$ cat config.mk
export PLATFORM = sky130hd
export DESIGN_NAME = validation_scheduler
export DESIGN_NICKNAME = d
export VERILOG_FILES = /design/src/rtl/validation_scheduler.sv
export SDC_FILE = /design/constraint.sdc
export NUM_CORES = 1
export LEC_CHECK = 0
export ABC_AREA = 0
export BUFFER_PORTS_ARGS = -buffer_cell sky130_fd_sc_hd__buf_4
export CAP_MARGIN = 5
export CORE_AREA = 2 2 400 402
export DETAILED_ROUTE_END_ITERATION = 12
export DIE_AREA = 0 0 402 404
export HOLD_SLACK_MARGIN = 0.05
export PLACE_DENSITY = 0.42
export SLEW_MARGIN = 15
export SYNTH_ARGS = -nofsm -noshare
export SYNTH_HDL_FRONTEND = slang
export SYNTH_SLANG_ARGS = --single-unit
$ cat constraint.sdc
create_clock -name clock -period 9.15 [get_ports clock]
set_clock_uncertainty 0.2 [all_clocks]
set_input_delay 0.4575 -clock clock [delete_from_list [all_inputs] [get_ports clock]]
set_output_delay 0.4575 -clock clock [all_outputs]
set_load 0.005 [all_outputs]
$ cat src/rtl/validation_scheduler.sv
// Sequencer around one validator_core: per stored point it loads the test point, clears the
// validator, streams the cloud in DISTANCE_MODULES-wide batches and emits one verdict per point.

module validation_scheduler_lane #(
  parameter int          N         = 16,
  parameter int          IW        = 36,
  parameter int          LANE      = 0,
  parameter logic [N-1:0] PAD_VALUE = 16'h7FFF
) (
  input  logic [3*N-1:0] data,
  input  logic           vld,
  input  logic [IW-1:0]  base,
  input  logic [IW-1:0]  size,
  input  logic [IW-1:0]  self_idx,
  output logic [N-1:0]   x,
  output logic [N-1:0]   y,
  output logic [N-1:0]   z
);
  logic [IW-1:0] idx;
  logic          pad;

  // Out-of-cloud and self lanes get a coordinate that can never be inside the radius
  assign idx = base + IW'(LANE);
  assign pad = !vld || (idx >= size) || (idx == self_idx);
  assign x   = pad ? PAD_VALUE : data[N-1:0];
  assign y   = pad ? PAD_VALUE : data[2*N-1:N];
  assign z   = pad ? PAD_VALUE : data[3*N-1:2*N];
endmodule

module validation_scheduler #(
  parameter int           N                = 16,
  parameter int           DISTANCE_MODULES = 8,
  parameter int           DRAIN            = 4,
  parameter logic [N-1:0] PAD_VALUE        = 16'h7FFF
) (
  input  logic                          clock,
  input  logic                          reset,
  input  logic                          start,
  input  logic [2*N-1:0]                point_cloud_size,
  output logic                          busy,
  output logic                          done,
  output logic                          pt_rd,
  output logic [2*N-1:0]                pt_addr,
  input  logic [3*N-1:0]                pt_data,
  output logic                          batch_rd,
  output logic [2*N-1:0]                batch_addr,
  input  logic [3*N*DISTANCE_MODULES-1:0] batch_data,
  output logic                          val_reset,
  output logic [N-1:0]                  val_x,
  output logic [N-1:0]                  val_y,
  output logic [N-1:0]                  val_z,
  output logic [N*DISTANCE_MODULES-1:0] val_cp_x,
  output logic [N*DISTANCE_MODULES-1:0] val_cp_y,
  output logic [N*DISTANCE_MODULES-1:0] val_cp_z,
  output logic [2*N-1:0]                val_size,
  input  logic                          val_inlier,
  output logic                          res_valid,
  input  logic                          res_ready,
  output logic [2*N-1:0]                res_index,
  output logic                          res_inlier
);
  localparam int DM = DISTANCE_MODULES;
  localparam int AW = 2*N;
  localparam int IW = AW + $clog2(DM) + 1;
  localparam int CW = $clog2(DRAIN + 2);

  localparam logic [2:0] S_IDLE   = 3'd0;
  localparam logic [2:0] S_LOAD   = 3'd1;
  localparam logic [2:0] S_CLEAR  = 3'd2;
  localparam logic [2:0] S_STREAM = 3'd3;
  localparam logic [2:0] S_DRAIN  = 3'd4;
  localparam logic [2:0] S_EMIT   = 3'd5;
  localparam logic [2:0] S_FIN    = 3'd6;

  logic [2:0]             state_q, state_d;
  logic [AW-1:0]          p_q, p_d, i_q, i_d, b_q, b_d, addr1_q;
  logic [CW-1:0]          cnt_q, cnt_d;
  logic                   res_inl_q, res_inl_d, rd1_q;
  logic [N-1:0]           vx_q, vy_q, vz_q;
  logic [DM-1:0][N-1:0]   cpx_q, cpy_q, cpz_q, lx, ly, lz;
  logic [DM-1:0][3*N-1:0] bd;
  logic [AW:0]            nb_sum;
  logic [AW-1:0]          last_b;
  logic [IW-1:0]          base;
  logic                   hit, lane_vld;

  // One spare bit keeps the ceil-divide from wrapping for the largest P
  assign nb_sum = {1'b0, p_q} + (AW+1)'(DM - 1);
  assign last_b = AW'(nb_sum / (AW+1)'(DM)) - AW'(1);

  // Verdict is ignored on the first STREAM cycle while the cleared validator settles
  assign hit = val_inlier && ((state_q == S_STREAM && b_q != '0) || state_q == S_DRAIN);

  assign busy       = (state_q != S_IDLE) && (state_q != S_FIN);
  assign done       = (state_q == S_FIN);
  assign pt_rd      = (state_q == S_LOAD) && (cnt_q == '0);
  assign pt_addr    = i_q;
  assign batch_rd   = (state_q == S_STREAM) && !hit;
  assign batch_addr = b_q;
  assign val_reset  = !((state_q == S_STREAM) || (state_q == S_DRAIN));
  assign val_x      = vx_q;
  assign val_y      = vy_q;
  assign val_z      = vz_q;
  assign val_cp_x   = cpx_q;
  assign val_cp_y   = cpy_q;
  assign val_cp_z   = cpz_q;
  assign val_size   = p_q;
  assign res_valid  = (state_q == S_EMIT);
  assign res_index  = i_q;
  assign res_inlier = res_inl_q;

  assign bd       = batch_data;
  assign base     = IW'(addr1_q) * IW'(DM);
  assign lane_vld = rd1_q && ((state_q == S_STREAM) || (state_q == S_DRAIN));

  generate
    for (genvar k = 0; k < DM; k++) begin : g_lane
      validation_scheduler_lane #(.N(N), .IW(IW), .LANE(k), .PAD_VALUE(PAD_VALUE)) u_lane (
        .data(bd[k]), .vld(lane_vld), .base(base), .size(IW'(p_q)), .self_idx(IW'(i_q)),
        .x(lx[k]), .y(ly[k]), .z(lz[k])
      );
    end
  endgenerate

  always_comb begin
    state_d   = state_q;
    p_d       = p_q;
    i_d       = i_q;
    b_d       = b_q;
    cnt_d     = cnt_q;
    res_inl_d = res_inl_q;
    case (state_q)
      S_IDLE: if (start) begin
        p_d     = point_cloud_size;
        i_d     = '0;
        cnt_d   = '0;
        state_d = (point_cloud_size == '0) ? S_FIN : S_LOAD;
      end
      S_LOAD: if (cnt_q == '0) cnt_d = CW'(1);
              else begin cnt_d = '0; state_d = S_CLEAR; end
      S_CLEAR: if (cnt_q == '0) cnt_d = CW'(1);
               else begin cnt_d = '0; b_d = '0; state_d = S_STREAM; end
      S_STREAM: begin
        if (hit) begin
          res_inl_d = 1'b1;
          state_d   = S_EMIT;
        end else if (b_q == last_b) begin
          cnt_d   = '0;
          state_d = S_DRAIN;
        end else begin
          b_d = b_q + AW'(1);
        end
      end
      S_DRAIN: begin
        if (hit) begin
          res_inl_d = 1'b1;
          state_d   = S_EMIT;
        end else if (cnt_q == CW'(DRAIN)) begin
          res_inl_d = 1'b0;
          state_d   = S_EMIT;
        end else begin
          cnt_d = cnt_q + CW'(1);
        end
      end
      S_EMIT: if (res_ready) begin
        i_d       = i_q + AW'(1);
        cnt_d     = '0;
        res_inl_d = 1'b0;
        state_d   = ((i_q + AW'(1)) == p_q) ? S_FIN : S_LOAD;
      end
      S_FIN:   state_d = S_IDLE;
      default: state_d = S_IDLE;
    endcase
  end

  always_ff @(posedge clock) begin
    if (reset) begin
      state_q   <= S_IDLE;
      p_q       <= '0;
      i_q       <= '0;
      b_q       <= '0;
      cnt_q     <= '0;
      res_inl_q <= 1'b0;
      rd1_q     <= 1'b0;
      addr1_q   <= '0;
      vx_q      <= '0;
      vy_q      <= '0;
      vz_q      <= '0;
      cpx_q     <= {DM{PAD_VALUE}};
      cpy_q     <= {DM{PAD_VALUE}};
      cpz_q     <= {DM{PAD_VALUE}};
    end else begin
      state_q   <= state_d;
      p_q       <= p_d;
      i_q       <= i_d;
      b_q       <= b_d;
      cnt_q     <= cnt_d;
      res_inl_q <= res_inl_d;
      rd1_q     <= batch_rd;
      addr1_q   <= b_q;
      if (state_q == S_LOAD && cnt_q == CW'(1)) begin
        vx_q <= pt_data[N-1:0];
        vy_q <= pt_data[2*N-1:N];
        vz_q <= pt_data[3*N-1:2*N];
      end
      cpx_q <= lx;
      cpy_q <= ly;
      cpz_q <= lz;
    end
  end
endmodule

==> summary.md <==
| Metric | Value |
|---|---|
| Sequential area share after synthesis | `47.4%` |
| Synth cell types | `78` |
| Top cell type's share of synthesized area | `47.4%` |
| Cells on worst reg2reg path | `15` |
| Synthesized area | `24,000 um^2` |
| HPWL after DPL | `118,000 um` |
| Die height | `404 um` |
| Drt via density | `4.29` |
| Max-Cap Viols | `0` |
| Layout cells sized above 1 | `30.2%` |
| Via Count | `27,233` |
| First-pass GRT wire length | `212,000 um` |
| Hold path cells | `2` |
| # IOs | `1,036` |
| Pre-Repair DR Iteration Count | `6` |
| Max transition margin | `26.1%` |
| Row count | `146` |
| Worst path slowest cell | `nor3_2` |
| P&R area growth vs syn | `70.2%` |
| GRT Util Overall | `18.2%` |
| Syn_nets | `3,387` |
| Worst EP arrival | `5.80 ns` |
| Initial Util | `15.2%` |
| Main area contributors after synthesis | `dfxtp_1 (47%), nand2_1 (6.5%), nor3_1 (4.7%), o21ai_0 (4.5%), nor4_1 (4.5%)` |
| Routed WL | `156,000 um` |
| Status | `finished, final reports clean` |
| EDFF count, synth | `0` |
| Die width | `402 um` |
| Fill cells | `17,195` |
| Synth area leader | `dfxtp_1` |
| Largest net degree at the start of global routing | `175` |
| Slew Viols, Final | `0` |
| Fmax | `183 MHz` |
| GR Overflow Total | `0` |
| Port bufs | `1,035` |
| Worst hold margin | `0.134 ns` |
| Htree depth | `3` |
| Root Buffer Master | `clkbuf_16` |
| Setup CP Type | `reg2reg` |
| Setup TNS | `0 ns` |
| CTS tree | `yes` |
| Nets@finish | `4,711` |
| DR iter-0 viols | `1,981` |
| Final Hold Vio Count | `0` |
| Crit Path Max Fanout | `14` |
| Worst IR drop on VDD | `127 uV` |
| CTS Buffer Depth | `3` |
| Die footprint | `162,000 um^2` |
| Clock Sinks | `568` |
| CP Depth | `15` |
| Area of the core | `158,000 um^2` |
| Critical-path cell list | `nor3_2 -> nor2_1 -> xnor2_1 -> ha_1 -> or3b_2 -> nor2_1 -> nor2_1 -> or4_4 -> a21o_1 -> a2111oi_2 -> nand4_1 -> nor4_2 -> nand2b_1 -> nand2_2 -> o311a_1` |
| Vias in the first global route | `27,221` |
| Top cells by count, synth | `dfxtp_1 (568), nand2_1 (418), clkbuf_1 (232)` |
| Routed Antenna Nets | `0` |
| Placed Instance Area | `33,500 um^2` |
| CP bufs+invs | `0` |
| Residual DRC | `0` |
| Final non-filler cell total | `6,347` |
| Final period util | `59.6%` |
| Syn_area_per_cell | `8.33 um^2` |
| Clock transition at path regs | `0.06 ns` |
| Crit start category | `flip-flop` |
| Wire per inst | `24.6 um` |
| Top FF cell, synth | `dfxtp_1` |
| RePlAce Congestion | `0.892` |
| Crit path max-delay family | `simple AND/OR/NAND/NOR gates` |
| RSZ-0062 raised after global routing | `false` |
| Worst slew pin tran | `1.10 ns` |
| Asr flop ratio synth | `0%` |
| Num CTS Buffers | `75` |
| Min Clock Period, post-route | `5.45 ns` |
| CP required | `9.50 ns` |
| Synth Register Bits | `568` |
| Mapped Cells | `2,878` |
| Final Util | `25.9%` |
| Post-CTS Setup Inserts | `0` |
| Clock Latency Late Sink | `0.67 ns` |
| Critical Path Sink Type | `flip-flop` |
| PwrDens | `183 nW/um^2` |
| Dpl cells | `5,730` |
| Slowest stage delay, CP | `0.56 ns` |
| Most frequent cell after synthesis | `dfxtp_1` |
| Setup-failing EPs final | `0` |
| Antenna violations before repair | `32` |
| Most common cell on crit path | `nor2_1` |
| Yosys warning total | `0` |
| Leakage | `16.0 nW` |
| Worst hold path class | `in2reg` |
| Final Cell Area | `40,800 um^2` |
[cell type report]
class,instances,area (um^2),share of cell area (%)
repair buffers,1546,12800,31.4
flip-flops and latches,568,11400,27.9
multi-input cells,1953,11200,27.5
well taps,2072,2590,6.35
clock buffers,106,2160,5.30
clock inverters,24,382,0.935
inverters,58,218,0.533
diodes,20,50.0,0.123
[stage by stage]
step,setup WS (ns),total power [mW]
2_1_floorplan,4.64,3.51
3_3_place_gp,3.86,4.25
3_5_place_dp,3.78,4.24
4_1_cts,3.76,7.56
5_1_grt,3.27,7.79
6_report,3.70,7.46
[worst register-to-register path: cells and delay by family (launching register included)]
kind	cells	cell delay, ns
AO/OA/AOI/OAI	3	0.92
adder cells (fa/ha/maj)	1	0.33
XOR/XNOR	1	0.18
AND/OR/NAND/NOR	10	3.20
flip-flops	1	0.52
[layout by cell type (no fill, tap or decap), drive strengths merged, types with 9 or more instances in the layout]
cell type	synthesis	routed
buf	66	1079
dfxtp	568	568
dlygate4sd3	0	467
nand2	419	419
nor3	224	224
o21ai	219	219
nor4	176	176
a21oi	171	171
nor2	119	119
clkbuf	233	106
xnor2	83	83
nand3	63	63
inv	57	59
or2	49	49
xor2	44	44
ha	40	40
nand4	39	39
or3	35	35
nor2b	34	34
a21o	26	26
diode	0	20
or4	20	20
clkinv	1	16
and3	15	15
o211ai	13	13
and2	12	12
a211oi	11	11
a31oi	11	11
o31ai	11	11
and4	10	10
nor4bb	10	10
nor4b	10	10
a2111oi	9	9
[layer usage]
layer / vias to the layer above / global-route usage [%] / part of all wire (%)
met5: - / 0 / 0.044
met2: 1134 / 29.1 / 45
li1: 12698 / - / -
met4: 10 / 6.02 / 3.4
met3: 224 / 5.79 / 8.2
met1: 13167 / 23.0 / 43
[kinds of logic after synthesis]
group,Yosys count,share of synthesized area [%]
flops,568,47.4
xor+xnor,128,4.73
buf+inv,357,6.31
compound gates,530,12.9
simple gates,1250,26.3
fa+ha+maj,40,2.09
mux,5,0.214
[flip-flops by register name (all words and copies together) (netlist names)]
register	flops
val_cp_x	128
val_cp_y	128
val_cp_z	128
addr1_q	32
batch_addr	32
pt_addr	32
val_size	32
val_x	16
val_y	16
val_z	16
cnt_q	3
state_q	3
rd1_q	1
res_inlier	1
[worst paths after layout]
kind                                          startpoint                      end  slack (ns)
worst min register to register     val_z[1]$_SDFFE_PP0P_    val_z[1]$_SDFFE_PP0P_        0.26
worst max-delay path            val_size[1]$_SDFFE_PP0P_  state_q[1]$_SDFFE_PP0P_        3.70
worst min-delay path                               reset    val_x[7]$_SDFFE_PP0P_        0.13
worst max register to register  val_size[1]$_SDFFE_PP0P_  state_q[1]$_SDFFE_PP0P_        3.70
[repair_timing]
item                                   4_1_cts  5_1_grt
resized for setup                            0        0
hold buffers                               467        0
endpoints found under the hold margin      467        0
[where the power goes]
part | total [mW] | leakage, nW | internal [mW] | switching, mW
logic | 1.69 | 10.1 | 0.660 | 1.03
registers | 2.68 | 4.60 | 2.53 | 0.150
clock network | 3.09 | 1.24 | 1.80 | 1.28
Power figures use the tool's default switching activity.
